### config.mk
export PLATFORM = sky130hd
export DESIGN_NAME = regfile_wb_arbiter
export DESIGN_NICKNAME = d
export VERILOG_FILES = /design/src/rtl/regfile_wb_arbiter.sv
export SDC_FILE = /design/constraint.sdc
export NUM_CORES = 1
export LEC_CHECK = 0
export ABC_AREA = 1
export CORE_MARGIN = 3
export CORE_UTILIZATION = 40
export CTS_CLUSTER_SIZE = 14
export DETAILED_ROUTE_END_ITERATION = 10
export PLACE_DENSITY = 0.71
export SKIP_CTS_REPAIR_TIMING = 1
export SKIP_LAST_GASP = 1
export SLEW_MARGIN = 15
export SYNTH_ARGS = -nofsm -noshare
export SYNTH_HDL_FRONTEND = slang
export SYNTH_SLANG_ARGS = --single-unit
### constraint.sdc
create_clock -name clk_i -period 5.08 [get_ports clk_i]
set_clock_uncertainty 0.2 [all_clocks]
set_input_delay 0.762 -clock clk_i [delete_from_list [all_inputs] [get_ports clk_i]]
set_output_delay 0.762 -clock clk_i [all_outputs]
set_load 0.01 [all_outputs]
### src/rtl/regfile_wb_arbiter.sv
// -----------------------------------------------------------------------------
// regfile_wb_arbiter
//
// Purpose:
//   Arbitrates the in-order pipeline WB stage and the long-latency MDU onto the
//   single register-file write port. WB has priority. An MDU result that has
//   been refused for STARVE_LIMIT consecutive cycles wins the next arbitration.
//   A per-register scoreboard tracks MDU destinations still in flight and
//   flags read-after-write hazards on the decode source operands.
//
// Optional feature macro: REGFILE_WB_ARB_SB_CHECK_EN
//   When defined, sb_err_o is a sticky flag. It is set by an issue to a
//   register that is already pending. It is also set by an MDU transfer to a
//   register that is neither pending nor being set in the same cycle.
//   When undefined, sb_err_o is tied to 0 and no check logic is built.
//
// Ports:
//   clk_i, rst_ni           clock (rising edge), async active-low reset
//   wb_valid_i/ready_o      WB write request / accepted this cycle
//   wb_addr_i, wb_data_i    WB destination register and data
//   mdu_valid_i/ready_o     MDU write request / accepted this cycle
//   mdu_addr_i, mdu_data_i  MDU destination register and result
//   issue_i, issue_addr_i   MDU op issued; its destination becomes pending
//   rs1_addr_i, rs2_addr_i  decode source operands
//   hazard_o                a source operand is pending (combinational)
//   rf_w_ena_o/addr_o/data_o registered register-file write port
//   sb_err_o                sticky scoreboard protocol error
// -----------------------------------------------------------------------------
module regfile_wb_arbiter #(
  parameter int XLEN         = 32,
  parameter int NREG         = 32,
  parameter int STARVE_LIMIT = 4
) (
  input  logic                    clk_i,
  input  logic                    rst_ni,

  input  logic                    wb_valid_i,
  output logic                    wb_ready_o,
  input  logic [$clog2(NREG)-1:0] wb_addr_i,
  input  logic [XLEN-1:0]         wb_data_i,

  input  logic                    mdu_valid_i,
  output logic                    mdu_ready_o,
  input  logic [$clog2(NREG)-1:0] mdu_addr_i,
  input  logic [XLEN-1:0]         mdu_data_i,

  input  logic                    issue_i,
  input  logic [$clog2(NREG)-1:0] issue_addr_i,

  input  logic [$clog2(NREG)-1:0] rs1_addr_i,
  input  logic [$clog2(NREG)-1:0] rs2_addr_i,
  output logic                    hazard_o,

  output logic                    rf_w_ena_o,
  output logic [$clog2(NREG)-1:0] rf_w_addr_o,
  output logic [XLEN-1:0]         rf_w_data_o,

  output logic                    sb_err_o
);

  localparam int AW = $clog2(NREG);
  localparam logic [3:0] STARVE_MAX = 4'(STARVE_LIMIT);

  // ---------------------------------------------------------------------------
  // Arbitration
  // ---------------------------------------------------------------------------
  logic [3:0]      starve_cnt_reg;
  logic [3:0]      starve_cnt_next;
  logic            force_mdu;
  logic            wb_xfer;
  logic            mdu_xfer;
  logic            grant_any;
  logic [AW-1:0]   grant_addr;
  logic [XLEN-1:0] grant_data;

  assign force_mdu   = (starve_cnt_reg == STARVE_MAX);
  assign wb_ready_o  = wb_valid_i && !force_mdu;
  assign mdu_ready_o = mdu_valid_i && (!wb_valid_i || force_mdu);

  // A ready is only ever raised together with its valid, so ready alone
  // already means a transfer happens this cycle.
  assign wb_xfer  = wb_ready_o;
  assign mdu_xfer = mdu_ready_o;

  assign grant_any  = wb_xfer || mdu_xfer;
  assign grant_addr = mdu_xfer ? mdu_addr_i : wb_addr_i;
  assign grant_data = mdu_xfer ? mdu_data_i : wb_data_i;

  // Counts consecutive cycles the MDU was refused; saturates so force_mdu
  // stays asserted until the MDU actually transfers.
  always_comb begin
    starve_cnt_next = starve_cnt_reg;
    if (!mdu_valid_i || mdu_xfer) begin
      starve_cnt_next = '0;
    end else if (starve_cnt_reg != STARVE_MAX) begin
      starve_cnt_next = starve_cnt_reg + 4'd1;
    end
  end

  // ---------------------------------------------------------------------------
  // Write port
  // ---------------------------------------------------------------------------
  logic            rf_w_ena_reg;
  logic            rf_w_ena_next;
  logic [AW-1:0]   rf_w_addr_reg;
  logic [XLEN-1:0] rf_w_data_reg;

  // x0 transfers complete their handshake but never write.
  assign rf_w_ena_next = grant_any && (grant_addr != '0);

  always_ff @(posedge clk_i or negedge rst_ni) begin
    if (!rst_ni) begin
      starve_cnt_reg <= '0;
      rf_w_ena_reg   <= 1'b0;
      rf_w_addr_reg  <= '0;
      rf_w_data_reg  <= '0;
    end else begin
      starve_cnt_reg <= starve_cnt_next;
      rf_w_ena_reg   <= rf_w_ena_next;
      if (rf_w_ena_next) begin
        rf_w_addr_reg <= grant_addr;
        rf_w_data_reg <= grant_data;
      end
    end
  end

  assign rf_w_ena_o  = rf_w_ena_reg;
  assign rf_w_addr_o = rf_w_addr_reg;
  assign rf_w_data_o = rf_w_data_reg;

  // ---------------------------------------------------------------------------
  // Scoreboard of in-flight MDU destinations
  // ---------------------------------------------------------------------------
  logic [NREG-1:0] sb_reg;
  logic [NREG-1:0] sb_next;

  // x0 can never be pending.
  assign sb_next[0] = 1'b0;

  genvar gi;
  generate
    for (gi = 1; gi < NREG; gi++) begin : g_sb
      // Set is applied after clear so a same-cycle issue keeps the bit set.
      assign sb_next[gi] = (issue_i && (issue_addr_i == AW'(gi))) ||
                           (sb_reg[gi] && !(mdu_xfer && (mdu_addr_i == AW'(gi))));
    end
  endgenerate

  always_ff @(posedge clk_i or negedge rst_ni) begin
    if (!rst_ni) begin
      sb_reg <= '0;
    end else begin
      sb_reg <= sb_next;
    end
  end

  // Looked up in the pre-update scoreboard; sb_reg[0] is always 0.
  assign hazard_o = sb_reg[rs1_addr_i] || sb_reg[rs2_addr_i];

  // ---------------------------------------------------------------------------
  // Scoreboard protocol check
  // ---------------------------------------------------------------------------
`ifdef REGFILE_WB_ARB_SB_CHECK_EN
  logic issue_real;
  logic issue_dup;
  logic clear_unset;
  logic sb_err_reg;

  assign issue_real  = issue_i && (issue_addr_i != '0);
  assign issue_dup   = issue_real && sb_reg[issue_addr_i];
  assign clear_unset = mdu_xfer && !sb_reg[mdu_addr_i] &&
                       !(issue_real && (issue_addr_i == mdu_addr_i));

  always_ff @(posedge clk_i or negedge rst_ni) begin
    if (!rst_ni) begin
      sb_err_reg <= 1'b0;
    end else if (issue_dup || clear_unset) begin
      sb_err_reg <= 1'b1;
    end
  end

  assign sb_err_o = sb_err_reg;
`else
  assign sb_err_o = 1'b0;
`endif

endmodule

==> out/metrics.yaml <==
final_cell_mix: "nand2_1 (260), clkdlybuf4s50_1 (133), nand3_1 (77)"
cpPeakStageDelay_ns: 0.47
min_period_ns: 4.09
ant_nets: 0
clock_sinks: 73
io_pins: 136
grt_usage: 0.235
netlist_area_um2: 4200
cp_slowest_cell: "clkdlybuf4s50_1"
yosysTopAreaCell: "dfrtp_1"
vias: 4472
drt_pre_antenna_iters: 4
detailed_place.area_um2: 5590
antenna_found_initial: 0
die_h_um: 108
swShare: 0.302
design_area_um2: 5830
postSynthAreaPerCell_um2: 6.81
cp.required_ns: 4.12
yosysSeqAreaShare: 0.435
cts.clk_slew.worst_paths_ns: 0.08
start_util: 0.420
p_switching_mw: 0.525
via_per_inst: 5.10
synth_area_leaders: "dfrtp_1 (44%), nand2_1 (23%), nand3_1 (9.2%)"
gr-max-usage-layer: "met2"
path_max_fanout: 18
setup_violations: 0
yosysWarnings: 0
p_leak_nw: 2.80
worstSetupStartpointType: "input pin"
maxCapViolCount: 0
power_frac_clock: 0.316
nNetsFinal: 835
final_common_cell: "nand2_1"
hold_viol: 0
grt_pass1_wl_um: 21700
first_global_vias: 4407
drc: 0
place.gp.congestion: 0.986
numCtsBuffers: 9
relSlewSlack: 0.315
drv_slew: 0
worstPathArrival_ns: 3.13
fmax_ghz: 0.244
ys_ff_latch: 73
drtIter0Drc: 200
core.rowCount: 36
grt_max_degree: 42
vdd_drop_max_mv: 0.141
synth_cells: 616
tns_ns: 0
syn-num-nets: 712
min_path_type: "in2async"
core_area_um2: 10000
dp_hpwl_um: 10100
finalCritPeriodShare: 0.805
ctsLongestPathBuffers: 2
worst-slew-pin-transition_ns: 1.02
met1_usage: 0.300
end_kind: "primary output"
gr-total-overflow: 0
cts_tree: "yes"
clkLatencyLatePin_ns: 0.35
p_int_mw: 1.22
post_drt_wl_per_cell_um: 15.0
cp_cell_sequence: "clkdlybuf4s50_1 -> buf_4 -> clkinv_1 -> o211ai_1 -> nand3_1 -> nand3_1 -> nand2_1 -> o21ai_0 -> nand2_1 -> clkdlybuf4s50_1"
fill_cells: 944
p_comb_frac: 0.249
rsz0062_at_grt: "no"
synth.distinct_cells: 24
ff_latch_area_um2: 1830
diodes: 0
synth_top_area_frac: 0.435
drive_gt1_frac: 0.0417
largest_reg_flops: 32
htreeDepth: 3
fp.dieW_um: 108
routed_wirelength_um: 13200
cts_root_buf: "clkbuf_8"
critPathKind: "in2out"
multi_input_area_um2: 2050
syn_to_final_growth_pct: 38.9
use_met2: 0.375
power_density_nw_per_um2: 299
die-area_um2: 11800
use_met3: 0.0818
portBuffers: 134
status: "finished, final reports clean"
p_seq_frac: 0.435
## synthesized netlist by cell type, drive strengths merged
library cell,instances
xor2,1
dfrtp,73
xnor2,1
nand2,264
buf,12
clkinv,2
clkbuf,15
nand3b,1
inv,42
nand3,77
o21ai,75
nor2,37
or2,2
ha,2
o21bai,1
conb,1
a21oi,1
o211ai,9
## worst max-delay path: cells and delay by family
kind            cells  cell delay [ns]
simple gates        4             0.31
buf+inv             4             1.58
compound gates      2             0.48
## power groups by stage
| stage | logic, mW | registers (mW) | clock network, mW |
|---|---|---|---|
| after global placement | 0.428 | 0.763 | 0 |
| after floorplan | 0.204 | 0.749 | 0 |
| after global routing | 0.492 | 0.769 | 0.588 |
| after CTS | 0.437 | 0.755 | 0.559 |
| final | 0.434 | 0.757 | 0.550 |
| after detailed placement | 0.435 | 0.764 | 0 |
## cell type report
type                    instances  share of cell area
clock buffers                   9              0.0213
clock inverters                 7              0.0202
inverters                      44              0.0283
multi-input cells             472               0.353
flip-flops and latches         73               0.313
well taps                     133              0.0286
repair buffers                139               0.236
## per-stage QoR
stage,power [mW],util,cells,hold WS [ns],setup slack [ns]
after floorplan,0.953,-,616,0.252,2.39
after global placement,1.19,0.559,861,0.255,1.03
after detailed placement,1.20,0.559,861,0.259,0.997
after CTS,1.75,0.583,877,0.270,0.988
after global routing,1.85,0.583,877,0.290,0.736
final,1.74,0.583,877,0.252,0.989
## kinds of logic after synthesis
family | count (synthesis) | share of synthesized area
simple gates | 381 | 0.368
compound gates | 86 | 0.110
flops | 73 | 0.435
buf+inv | 71 | 0.0749
xor+xnor | 2 | 0.00418
fa+ha+maj | 2 | 0.00596
other cells | 1 | 0.000894
## per-layer routing
layer / routed length [um] / vias to the layer above
met2: 6120 / 164
met1: 5570 / 2078
met5: 0 / -
met3: 1270 / 20
li1: - / 2210
met4: 222 / 0
## final timing paths
check                                   from              end  slack (ns)  depth (start not counted)
setup / recovery               rs2_addr_i[0]         hazard_o        0.99                         10
hold / removal                        rst_ni   rf_w_data_o[8]        0.25                          1
setup reg to reg           starve_cnt_reg[0]  rf_w_data_o[20]        2.23                         11
hold reg to reg              rf_w_data_o[16]  rf_w_data_o[16]        0.27                          2
max in group asynchronous             rst_ni       sb_reg[19]        3.44                          2
min in group clk_i           rf_w_data_o[16]  rf_w_data_o[16]        0.27                          2
Note: power is estimated with default switching activity, not from simulation.
